### config.mk
export PLATFORM = sky130hd
export DESIGN_NAME = seg_ctrl
export DESIGN_NICKNAME = d
export VERILOG_FILES = /design/src/rtl/seg_ctrl.sv
export SDC_FILE = /design/constraint.sdc
export NUM_CORES = 1
export LEC_CHECK = 0
export ABC_AREA = 1
export BUFFER_PORTS_ARGS = -buffer_cell sky130_fd_sc_hd__buf_2
export CORE_AREA = 4 4 41 43
export DETAILED_ROUTE_END_ITERATION = 8
export DIE_AREA = 0 0 45 47
export GPL_ROUTABILITY_DRIVEN = 0
export GPL_TIMING_DRIVEN = 0
export PLACE_DENSITY = 0.52
export SLEW_MARGIN = 20
export SYNTH_ARGS = -nofsm -noshare
export SYNTH_HDL_FRONTEND = slang
export SYNTH_SLANG_ARGS = --single-unit
### constraint.sdc
create_clock -name clk -period 1.3 [get_ports clk]
set_clock_uncertainty 0.2 [all_clocks]
set_input_delay 0.13 -clock clk [delete_from_list [all_inputs] [get_ports clk]]
set_output_delay 0.13 -clock clk [all_outputs]
set_load 0.05 [all_outputs]
### src/rtl/seg_ctrl.sv
// seg_ctrl: pipeline segment stall/flush control around a single-outstanding data bus FSM.
// Optional watchdog: define SEG_CTRL_WATCHDOG_EN to enable the timeout counter and sticky bus_err.
module seg_ctrl (
  input  logic clk,
  input  logic reset,
  input  logic ex_valid,
  input  logic ex_data_req,
  input  logic md_busy,
  input  logic ec_exc,
  input  logic data_addr_ok,
  input  logic data_data_ok,
  output logic data_req,
  output logic ec_stall,
  output logic up_stall,
  output logic ec_refresh,
  output logic ex_refresh,
  output logic rdata_valid,
  output logic bus_err
);
  typedef enum logic [1:0] {IDLE, ADDR, DATA, DRAIN} state_t;
  state_t r_state, w_next;
  logic r_kill;
  logic w_timeout;
  always_comb begin
    data_req    = (r_state == ADDR) || (r_state == IDLE && ex_valid && ex_data_req && !ec_exc);
    rdata_valid = r_state == DATA && data_data_ok && !ec_exc;
    ec_stall    = md_busy || r_state == ADDR || r_state == DRAIN || (r_state == DATA && !data_data_ok);
    up_stall    = ec_stall;
    ec_refresh  = ec_exc;
    ex_refresh  = ec_exc;
    w_next      = r_state;
    case (r_state)
      IDLE:    w_next = data_req ? (data_addr_ok ? DATA : ADDR) : IDLE;
      ADDR:    w_next = data_addr_ok ? ((r_kill || ec_exc) ? DRAIN : DATA) : ADDR;
      DATA:    w_next = data_data_ok ? IDLE : (ec_exc ? DRAIN : DATA);
      DRAIN:   w_next = data_data_ok ? IDLE : DRAIN;
      default: w_next = IDLE;
    endcase
  end
`ifdef SEG_CTRL_WATCHDOG_EN
  logic [7:0] r_wd_cnt;
  logic       r_bus_err;
  // the 255th busy cycle is the one leaving the counter at 254
  assign w_timeout = r_state != IDLE && r_wd_cnt == 8'd254;
  assign bus_err   = r_bus_err;
  always_ff @(posedge clk or posedge reset) begin
    if (reset) begin
      r_wd_cnt  <= '0;
      r_bus_err <= 1'b0;
    end else begin
      r_wd_cnt  <= (r_state == IDLE || w_timeout) ? 8'd0 : r_wd_cnt + 8'd1;
      r_bus_err <= r_bus_err || w_timeout;
    end
  end
`else
  assign w_timeout = 1'b0;
  assign bus_err   = 1'b0;
`endif
  always_ff @(posedge clk or posedge reset) begin
    if (reset) begin
      r_state <= IDLE;
      r_kill  <= 1'b0;
    end else begin
      r_state <= w_timeout ? IDLE : w_next;
      r_kill  <= (w_timeout || w_next == IDLE || w_next == DATA) ? 1'b0 :
                 (r_state == ADDR && ec_exc) ? 1'b1 : r_kill;
    end
  end
endmodule

==> flow_summary_export.csv <==
group,metric,value,unit
detailed_routing,drc,0,
worst_setup_path,cp.required,0.97,ns
cells_and_area,antennaDiodeCount,0,
clocking,clock_latency,0.23,ns
global_route,antenna_found_initial,0,
placed_design,post-dp-hpwl,478,um
min_path,hold_path_class,"input port to async pin",
logic_synthesis,ys_top_cells_by_area,"dfrtp_1 (29%), nand2_1 (18%), buf_4 (12%), inv_1 (10%), nor2_1 (7.3%)",
cells_and_area,drive_gt1_frac,0.627,
logic_synthesis,netlist_area,256,um^2
logic_synthesis,ys_warn_count,0,
worst_setup_path,cpPeakStageDelay,0.43,ns
global_route,track_usage,0.0609,
floorplan,initial_core_util,0.197,
worst_setup_path,worstSetupPathType,"flip-flop to output pin",
worst_setup_path,timing.rr.start,"r_state[1]$_DFF_PP0_",
clocking,cts_root_buf,"clkbuf_4",
clocking,cts.sinks,3,
logic_synthesis,synth.top_cell.area_share,0.293,
detailed_routing,dr_wl_met2,375,um
floorplan,core_area,1300,um^2
logic_synthesis,avgSynthCellArea,6.26,um^2
power,power.density,1770,nW/um^2
floorplan,ios,15,
logic_synthesis,syn_nets,49,
sta,report.final.hold_viol_count,0,
detailed_routing,via_per_inst,3.73,
worst_setup_path,cp_max_fo,4,
power,peakVddDrop,0.735,mV
worst_setup_path,cp_cell_sequence,"inv_2 -> nor2_4 -> inv_2 -> nand2_2 -> buf_6 -> buf_8",
run_status,status,"finished with violations",
cells_and_area,final_nets,76,
global_route,first_global_vias,268,
sta,slew_viol_final,0,
floorplan,die-area,2120,um^2
detailed_routing,wire_per_inst,7.82,um
run_status,failed_checks,"negative setup slack",
detailed_routing,antenna_left,0,
sta,final.setup.worst_slack,-0.185,ns
detailed_routing,via_count,306,
worst_setup_path,arrival,1.15,ns
logic_synthesis,synthCells,41,
cells_and_area,layout_commonest_cell,"buf_2",
sta,setup_viol,5,
cells_and_area,most-common-layout-cells,"buf_2 (9), nand2_1 (8), buf_4 (8)",
clocking,cts_tree,"built",
placed_design,portBuffers,13,
detailed_routing,dr.first_iter.drc_count,1,
worst_setup_path,r2r_slack,-0.05,ns
logic_synthesis,yosysTopAreaCell,"dfrtp_1",
clocking,clk_pin_slew,0.04,ns
sta,timing.hold.ws,0.106,ns
worst_setup_path,cpMostUsedCell,"inv_2",
detailed_routing,met3_length,26,um
logic_synthesis,ys_seq_elements,3,
worst_setup_path,r2r-end,"r_state[1]$_DFF_PP0_",
worst_setup_path,critPathLaunchType,"flip-flop",
floorplan,die_h,47,um
clocking,htreeDepth,1,
cells_and_area,areaGrowthSynthToFinish,95.6,%
global_route,grt_max_degree,6,
worst_setup_path,crit_slowest_cell,"dfrtp_2",
placed_design,dp_cells,69,
worst_setup_path,r2r_cells,8,
global_route,grt_pass1_wl,952,um
sta,rsz0062_at_grt,"true",
clocking,cts_buffers,3,
clocking,clk_path_buf_depth,2,
sta,period_needed,1.48,ns
job,max_cap_violations,0,
global_route,overflow,0,
worst_setup_path,end_kind,"output pin",
logic_synthesis,yosysUniqueCellTypes,11,
floorplan,rows,13,
logic_synthesis,ys_seq_area_frac,0.293,
detailed_routing,wirelength,641,um
detailed_routing,wl_met1,239,um
cells_and_area,final_cells,82,
sta,layout_worst_path_cycle_share,1.14,
detailed_routing,dr.max_layer_used,"met3",
sta,fmax,0.673,GHz
power,leakage,0.284,nW
floorplan,die_w,45,um
detailed_routing,dr.pass1.iters,2,
[metrics by stage]
| stage | total power, W | setup WS, ns | instance area [um^2] | setup TNS [ns] | utilization |
|---|---|---|---|---|---|
| 6_report | 0.000888 | -0.185 | 502 | -0.541 | 0.386 |
| 5_1_grt | 0.000946 | -0.228 | 502 | -0.793 | 0.386 |
| 4_1_cts | 0.000850 | -0.180 | 480 | -0.560 | 0.369 |
| 3_5_place_dp | 0.000525 | -0.0434 | 348 | -0.0434 | 0.267 |
| 3_3_place_gp | 0.000524 | -0.0405 | 348 | -0.0405 | 0.267 |
| 2_1_floorplan | 0.000451 | -0.0697 | 264 | -0.0697 | - |
[report_power, final]
group	internal [W]	total (W)	switching [W]
registers	0.000124	0.000154	0.0000308
clock network	0.000115	0.000163	0.0000484
logic	0.000262	0.000570	0.000308
total	0.000500	0.000888	0.000387
[flip-flops by register name, indices dropped and copies added, names as in the netlist]
name / count
r_state: 2
r_kill: 1
[worst max-delay path: cells and delay by family (launching register included)]
kind,cells,cell delay (ns)
buffers and inverters,4,0.40
flip-flops,1,0.43
AND/OR/NAND/NOR,2,0.09
[what timing repair did]
action,4_1_cts,5_1_grt
pin swaps,1,5
resized for setup,16,2
setup buffers,5,3
hold buffers,2,0
setup endpoints to repair,4,7
endpoints found under the hold margin,4,0
[metal layers]
layer	vias to the layer above	GRT usage
met3	0	0.0115
met2	6	0.116
met5	-	0
met1	137	0.0616
li1	163	-
met4	0	0.0351
[kinds of logic (layout without fill, tap and decap cells)]
kind of cell,Yosys count,count (layout),synth area share
other,1,1,0.0146
DFF,3,3,0.293
AOI/OAI and AO/OA,1,1,0.0439
buffers and inverters,14,40,0.263
and+or+nand+nor,22,22,0.385
[worst max-delay path by stage]
stage,from,end,cells after the start
floorplan,r_state[1]$_DFF_PP0_,up_stall,5
global placement,r_state[1]$_DFF_PP0_,up_stall,6
detailed placement,r_state[1]$_DFF_PP0_,up_stall,6
CTS,r_state[1]$_DFF_PP0_,up_stall,6
global route,r_state[1]$_DFF_PP0_,up_stall,6
finish,r_state[1]$_DFF_PP0_,up_stall,6
[synthesized netlist by cell type]
| cell | n |
|---|---|
| nor2_4 | 1 |
| nand2_1 | 12 |
| inv_1 | 7 |
| buf_4 | 4 |
| dfrtp_1 | 3 |
| nand3_1 | 1 |
| nor2_2 | 3 |
| conb_1 | 1 |
| o21bai_2 | 1 |
| nor2_1 | 5 |
| inv_2 | 3 |
[cell type report]
type	count	area, um^2
fillers	136	800
inverters	10	37.5
repair buffers	22	178
clock buffers	4	26.3
plain buffers	4	33.8
multi-input cells	24	131
well taps	15	18.8
flip-flops and latches	3	76.3
(Power assumes the default switching activity.)
